===== src/rtl/pc_seq_if.sv =====
// ---------------------------------------------------------------------------
// pc_seq_if
//  Bundle of the signals exchanged between the branch/hazard logic and the
//  fetch PC sequencer.
//
//  master : branch unit / hazard side. It drives Stall, PcSel, BrPC, Halt and
//           Resume, and observes the sequencer outputs.
//  slave  : pc_sequencer. It drives Cur_PC, Flush, Halted, Misalign and
//           BrCount.
//
//  Stall    1     hazard stall, hold the PC this cycle
//  PcSel    1     redirect request
//  BrPC     32    redirect target
//  Halt     1     halt decoded in execute
//  Resume   1     restart request, only meaningful while halted
//  Cur_PC   PC_W  current fetch PC
//  Flush    1     kill younger in-flight instructions
//  Halted   1     core is halted
//  Misalign 1     sticky, a redirect target was not word aligned
//  BrCount  16    saturating count of accepted redirects
// ---------------------------------------------------------------------------
interface pc_seq_if #(
  parameter int PC_W = 9
);
  logic            Stall;
  logic            PcSel;
  logic [31:0]     BrPC;
  logic            Halt;
  logic            Resume;
  logic [PC_W-1:0] Cur_PC;
  logic            Flush;
  logic            Halted;
  logic            Misalign;
  logic [15:0]     BrCount;

  modport master (
    output Stall, PcSel, BrPC, Halt, Resume,
    input  Cur_PC, Flush, Halted, Misalign, BrCount
  );

  modport slave (
    input  Stall, PcSel, BrPC, Halt, Resume,
    output Cur_PC, Flush, Halted, Misalign, BrCount
  );
endinterface


===== src/rtl/pc_sequencer.sv =====
// ---------------------------------------------------------------------------
// pc_sequencer
//  Owns the fetch program counter. Each cycle the PC either advances by 4,
//  holds for a hazard stall, jumps to a branch-unit redirect target, or
//  freezes while the core is halted. Every accepted redirect is followed by
//  FLUSH_CYCLES cycles of Flush so the front end drops the wrong-path
//  instructions already fetched.
//
//  Parameters
//   PC_W          width of the fetch PC
//   RESET_PC      PC loaded on reset (word aligned)
//   FLUSH_CYCLES  Flush pulses per accepted redirect, 1..7
//
//  Ports
//   clk    in  clock, rising edge
//   reset  in  asynchronous active-low reset
//   bus    slave modport of pc_seq_if (redirect/stall/halt inputs, PC and
//          status outputs)
// ---------------------------------------------------------------------------
module pc_sequencer #(
  parameter int              PC_W         = 9,
  parameter logic [PC_W-1:0] RESET_PC     = '0,
  parameter int              FLUSH_CYCLES = 2
) (
  input  logic     clk,
  input  logic     reset,
  pc_seq_if.slave  bus
);

  localparam int CNT_W = 3;

  typedef enum logic [1:0] {
    ST_RUN   = 2'd0,
    ST_FLUSH = 2'd1,
    ST_HALT  = 2'd2
  } state_t;

  state_t           state_reg,     state_next;
  logic [PC_W-1:0]  pc_reg,        pc_next;
  logic [CNT_W-1:0] flush_cnt_reg, flush_cnt_next;
  logic             flush_reg,     flush_next;
  logic             halted_reg,    halted_next;
  logic             misalign_reg,  misalign_next;
  logic [15:0]      br_count_reg,  br_count_next;

  logic [PC_W-1:0]  pc_inc;
  logic [PC_W-1:0]  redirect_target;
  logic [CNT_W-1:0] flush_cnt_dec;
  logic             unused_brpc_hi;

  // Word-aligned redirect target: the low two bits are forced to zero and
  // any BrPC bits above the PC width are simply not looked at.
  genvar gi;
  generate
    for (gi = 0; gi < PC_W; gi++) begin : g_target
      if (gi < 2) begin : g_lo
        assign redirect_target[gi] = 1'b0;
      end else begin : g_hi
        assign redirect_target[gi] = bus.BrPC[gi];
      end
    end
  endgenerate

  assign unused_brpc_hi = ^bus.BrPC[31:PC_W];

  // Sequential PC increment wraps naturally at 2^PC_W.
  assign pc_inc        = pc_reg + PC_W'(4);
  assign flush_cnt_dec = flush_cnt_reg - CNT_W'(1);

  // -------------------------------------------------------------------------
  // Next-state and output logic
  // -------------------------------------------------------------------------
  always_comb begin
    state_next     = state_reg;
    pc_next        = pc_reg;
    flush_cnt_next = flush_cnt_reg;
    flush_next     = 1'b0;
    halted_next    = 1'b0;
    misalign_next  = misalign_reg;
    br_count_next  = br_count_reg;

    case (state_reg)
      ST_RUN: begin
        if (bus.Halt) begin
          // Halt outranks a redirect in the same cycle; PC freezes here.
          state_next  = ST_HALT;
          halted_next = 1'b1;
        end else if (bus.PcSel) begin
          // A redirect overrides a simultaneous stall.
          pc_next        = redirect_target;
          misalign_next  = misalign_reg | (|bus.BrPC[1:0]);
          br_count_next  = (br_count_reg == 16'hFFFF) ? br_count_reg
                                                      : br_count_reg + 16'd1;
          flush_cnt_next = CNT_W'(FLUSH_CYCLES);
          flush_next     = 1'b1;
          state_next     = ST_FLUSH;
        end else if (!bus.Stall) begin
          pc_next = pc_inc;
        end
      end

      ST_FLUSH: begin
        // PcSel/Halt here belong to squashed wrong-path instructions, so
        // they are ignored. The counter keeps running even under a stall so
        // the flush length is fixed.
        flush_cnt_next = flush_cnt_dec;
        if (!bus.Stall) begin
          pc_next = pc_inc;
        end
        if (flush_cnt_dec == '0) begin
          flush_next = 1'b0;
          state_next = ST_RUN;
        end else begin
          flush_next = 1'b1;
        end
      end

      ST_HALT: begin
        // Only Resume is honoured; it wins over a simultaneous Halt.
        if (bus.Resume) begin
          pc_next     = pc_inc;
          halted_next = 1'b0;
          state_next  = ST_RUN;
        end else begin
          halted_next = 1'b1;
        end
      end

      default: begin
        state_next = ST_RUN;
      end
    endcase
  end

  // -------------------------------------------------------------------------
  // State registers
  // -------------------------------------------------------------------------
  always_ff @(posedge clk or negedge reset) begin
    if (!reset) begin
      state_reg     <= ST_RUN;
      pc_reg        <= RESET_PC;
      flush_cnt_reg <= '0;
      flush_reg     <= 1'b0;
      halted_reg    <= 1'b0;
      misalign_reg  <= 1'b0;
      br_count_reg  <= '0;
    end else begin
      state_reg     <= state_next;
      pc_reg        <= pc_next;
      flush_cnt_reg <= flush_cnt_next;
      flush_reg     <= flush_next;
      halted_reg    <= halted_next;
      misalign_reg  <= misalign_next;
      br_count_reg  <= br_count_next;
    end
  end

  assign bus.Cur_PC   = pc_reg;
  assign bus.Flush    = flush_reg;
  assign bus.Halted   = halted_reg;
  assign bus.Misalign = misalign_reg;
  assign bus.BrCount  = br_count_reg;

endmodule

===== src/flat_wrapper.sv =====
// flat-port wrapper written by rule: the top's interface ports become plain ports
module pc_sequencer_flat 
#(
  parameter int              PC_W         = 9,
  parameter logic [PC_W-1:0] RESET_PC     = '0,
  parameter int              FLUSH_CYCLES = 2
)
  (clk, reset, bus_Stall, bus_PcSel, bus_BrPC, bus_Halt, bus_Resume, bus_Cur_PC, bus_Flush, bus_Halted, bus_Misalign, bus_BrCount);
  pc_seq_if #(.PC_W(PC_W)) bus_i ();
  input  logic clk;
  input  logic reset;
  input wire logic [$bits(bus_i.Stall)-1:0] bus_Stall;
  input wire logic [$bits(bus_i.PcSel)-1:0] bus_PcSel;
  input wire logic [$bits(bus_i.BrPC)-1:0] bus_BrPC;
  input wire logic [$bits(bus_i.Halt)-1:0] bus_Halt;
  input wire logic [$bits(bus_i.Resume)-1:0] bus_Resume;
  output wire logic [$bits(bus_i.Cur_PC)-1:0] bus_Cur_PC;
  output wire logic [$bits(bus_i.Flush)-1:0] bus_Flush;
  output wire logic [$bits(bus_i.Halted)-1:0] bus_Halted;
  output wire logic [$bits(bus_i.Misalign)-1:0] bus_Misalign;
  output wire logic [$bits(bus_i.BrCount)-1:0] bus_BrCount;
  assign bus_i.Stall = bus_Stall;
  assign bus_i.PcSel = bus_PcSel;
  assign bus_i.BrPC = bus_BrPC;
  assign bus_i.Halt = bus_Halt;
  assign bus_i.Resume = bus_Resume;
  assign bus_Cur_PC = bus_i.Cur_PC;
  assign bus_Flush = bus_i.Flush;
  assign bus_Halted = bus_i.Halted;
  assign bus_Misalign = bus_i.Misalign;
  assign bus_BrCount = bus_i.BrCount;
  pc_sequencer #(.PC_W(PC_W), .RESET_PC(RESET_PC), .FLUSH_CYCLES(FLUSH_CYCLES)) u_core (.clk(clk), .reset(reset), .bus(bus_i));
endmodule

===== config.mk =====
export PLATFORM = sky130hd
export DESIGN_NAME = pc_sequencer_flat
export DESIGN_NICKNAME = d
export VERILOG_FILES = /design/src/rtl/pc_seq_if.sv /design/src/rtl/pc_sequencer.sv /design/src/flat_wrapper.sv
export SDC_FILE = /design/constraint.sdc
export NUM_CORES = 1
export LEC_CHECK = 0
export CORE_MARGIN = 3
export CORE_UTILIZATION = 50
export DETAILED_ROUTE_END_ITERATION = 8
export GPL_TIMING_DRIVEN = 0
export MAX_ROUTING_LAYER = met4
export PLACE_DENSITY = 0.86
export SLEW_MARGIN = 5
export SYNTH_ARGS = -nofsm -noshare
export SYNTH_HDL_FRONTEND = slang
export SYNTH_SLANG_ARGS = --single-unit

===== constraint.sdc =====
create_clock -name clk -period 3.09 [get_ports clk]
set_input_delay 0.4635 -clock clk [delete_from_list [all_inputs] [get_ports clk]]
set_output_delay 0.4635 -clock clk [all_outputs]
set_load 0.005 [all_outputs]

==> results.tsv <==
stage	metric	value	unit
outcome	outcome	completed	
grt	All-Layer GR Usage	0.199	
clock_tree	CTS max path bufs	2	
critical_path	Crit path largest cell delay	460	ps
power_and_ir_drop	overall power	2060	µW
power_and_ir_drop	Max IR drop VDD	0.512	mV
timing	Final Slew Violations	0	
power_and_ir_drop	Net Switching	783	µW
layout	ratio of cells with drive above 1 in the final layout	0.115	
yosys	asr flop ratio synth	1.00	
clock_tree	CTS clk-pin slew, worst paths	60	ps
power_and_ir_drop	Internal	1270	µW
critical_path	Setup CP Type	reg -> reg	
placed_design	GP Congestion	0.873	
timing	Fin Hold WS	219	ps
yosys	number of synthesized flops with an enable pin	0	
route	total iterations of the first detailed-routing run	4	
route	DRC	0	
yosys	Seq/Total Area, Yosys	0.386	
critical_path	Critical-path top delay cell	or4_1	
timing	worst-margin pin slew	686	ps
power_and_ir_drop	Leak	0.00112	µW
critical_path	nature of the critical path startpoint	flip-flop	
die	total I/O pin count	66	
timing	Rel. slew slack	0.543	
clock_tree	CTS Buf Count	5	
timing	Achievable Freq	506	MHz
layout	Layout Utilization	0.682	
critical_path	crit-path max FO	10	
layout	commonest non-fill, non-tap cells in the layout	clkdlybuf4s50_1, dfrtp_1, nand2_1	
route	routed length on met3	248	µm
yosys	Seq cells post-synth	31	
layout	Final Net Count	307	
clock_tree	H-tree depth	2	
timing	Final period util	0.640	
run	max-cap viol count	0	
die	initial core utilization	0.534	
route	uppermost layer routed	met4	
layout	max reg flops	16	
min_path	HP Class	in -> async	
route	Routed Antenna Nets	0	
critical_path	Crit path buffers/inverters	3	
route	met1 WL	1.88	mm
route	met2 routed WL	2.26	mm
timing	Final setup violation count	0	
layout	most common cell after layout, fill and taps aside	clkdlybuf4s50_1	
clock_tree	CTS root buffer	clkbuf_8	
critical_path	crit path launch	u_core.state_reg[0]$_DFFE_PN0P_	
layout	Antenna Cells	0	
timing	RSZ-0062 raised after global routing	no	
critical_path	Critical Path RT	3310	ps
power_and_ir_drop	clock share of power	0.185	
grt	initial antenna violation count	0	
route	Detailed Route WL	4.46	mm
die	chip height	69.4	µm
clock_tree	CTS tree	built	
critical_path	CP Capture Type	flip-flop	
yosys	commonest register cell after synthesis	dfrtp_1	
route	DR vias/cell	5.71	
critical_path	CP Cell Sequence	inv_1 -> ha_1 -> buf_4 -> nand2_8 -> o311ai_2 -> clkbuf_8 -> or4_1 -> a31oi_1 -> a211o_1	
clock_tree	post-CTS setup buffers	0	
layout	# fillers	302	
grt	vias in the first global route	1671	
grt	gr ovfl total	0	
die	Rows	22	
yosys	Netlist cell types	55	
route	detailed-route via count	1769	
die	die area	4820	µm²
clock_tree	CTS Sinks	31	
layout	Final Instance Count excl. Fillers	310	
power_and_ir_drop	sequential power share	0.314	
grt	first-pass GRT wire length	7.54	mm
critical_path	RR Startpoint	u_core.state_reg[0]$_DFFE_PN0P_	
placed_design	placed insts	303	
layout	area grow syn2layout	27.9	%
power_and_ir_drop	Sw Share	0.380	
yosys	Mapped Area	2010	µm²
die	Core Box Area	3770	µm²
timing	Clock Skew	2.73	ps
timing	crit path time final	1980	ps
timing	final hold viol count	0	
die	die width	69.4	µm
grt	largest net degree at the start of global routing	32	
power_and_ir_drop	PD cells	799	nW/µm²
placed_design	Final HPWL DP	3.32	mm
critical_path	Critical Path AT	2200	ps
timing	final setup TNS	0	ps
power_and_ir_drop	Gate power share	0.501	
clock_tree	post-cts sizing count	0	
placed_design	port buffer count	40	
clock_tree	Clk Latency, worst-skew pair	280	ps
yosys	synthesized instance count	214	
clock_tree	cts-stage hold buffer count	0	
yosys	synthesized area per cell	9.40	µm²
route	1st-iter DRT viols	91	
critical_path	delay-heaviest family, CP	simple AND/OR/NAND/NOR gates	
route	routed len/inst	14.4	µm
yosys	Yosys warnings	0	
-- layout make-up --
| cell class | instances | area (µm²) | share of cell area |
|---|---|---|---|
| Buffer | 12 | 97.6 | 0.0379 |
| Multi-Input combinational cell | 161 | 1100 | 0.428 |
| Clock inverter | 1 | 30.0 | 0.0117 |
| Inverter | 11 | 41.3 | 0.0160 |
| Tap cell | 48 | 60.1 | 0.0233 |
| Sequential cell | 31 | 776 | 0.301 |
| Timing Repair Buffer | 40 | 395 | 0.154 |
| Clock buffer | 6 | 72.6 | 0.0282 |
-- power by group through the flow --
stage	sequential, µW	combinational, µW	clock, µW
after CTS	646	1030	390
after global placement	644	992	0
final	646	1030	380
after floorplan	637	679	0
after global routing	665	1140	405
after detailed placement	652	1030	0
-- routing by layer --
| metal | GRT usage | vias up |
|---|---|---|
| li1 | - | 859 |
| met1 | 0.239 | 839 |
| met2 | 0.332 | 60 |
| met3 | 0.0362 | 11 |
| met4 | 0.0738 | 0 |
| met5 | - | - |
-- cells by family after synthesis --
kind of cell / synth area share
compound gates: 0.157
xor+xnor: 0.0740
fa+ha+maj: 0.0435
buf+inv: 0.0690
flops: 0.386
mux: 0.0280
other cells: 0.00186
simple gates: 0.241
-- worst paths after layout --
kind	endpoint	slack (ps)	cells after the start
max reg2reg	u_core.bus.Cur_PC[8]$_DFFE_PN0P_	1110	9
max	u_core.bus.Cur_PC[8]$_DFFE_PN0P_	1110	9
min	u_core.bus.BrCount[7]$_DFFE_PN0P_	220	1
min reg2reg	u_core.bus.Misalign$_DFFE_PN0P_	470	1
max in group asynchronous	u_core.bus.Cur_PC[3]$_DFFE_PN0P_	2430	1
min in group clk	u_core.bus.Misalign$_DFFE_PN0P_	470	1
-- Yosys cell counts (3+ instances only) --
library cell	number	area [µm²]
nand4_1	4	25.0
o22ai_1	4	25.0
buf_4	4	30.0
ha_1	7	87.6
nand3b_1	4	30.0
xnor2_1	12	105
o21ai_0	12	60.1
a31oi_1	5	31.3
xor2_1	5	43.8
mux2i_1	3	30.0
nand2b_1	3	18.8
inv_1	11	41.3
and3_1	7	43.8
a21oi_1	14	70.1
nor2_1	11	41.3
nand2_1	21	78.8
nand3_1	9	45.0
dfrtp_1	31	776
-- worst register-to-register path: stages, from the launching register on --
cell      delay (ps)
dfrtp_1          360
inv_1             80
ha_1             200
buf_4            180
nand2_8           80
o311ai_2         110
clkbuf_8         180
or4_1            460
a31oi_1          140
a211o_1          120
-- through the flow --
step,setup slack [ps],area (µm²)
6_report,1110,2570
3_3_place_gp,880,2480
3_5_place_dp,819,2470
4_1_cts,1120,2570
2_1_floorplan,1280,2020
5_1_grt,1010,2570
Note: power is estimated with default switching activity, not from simulation.
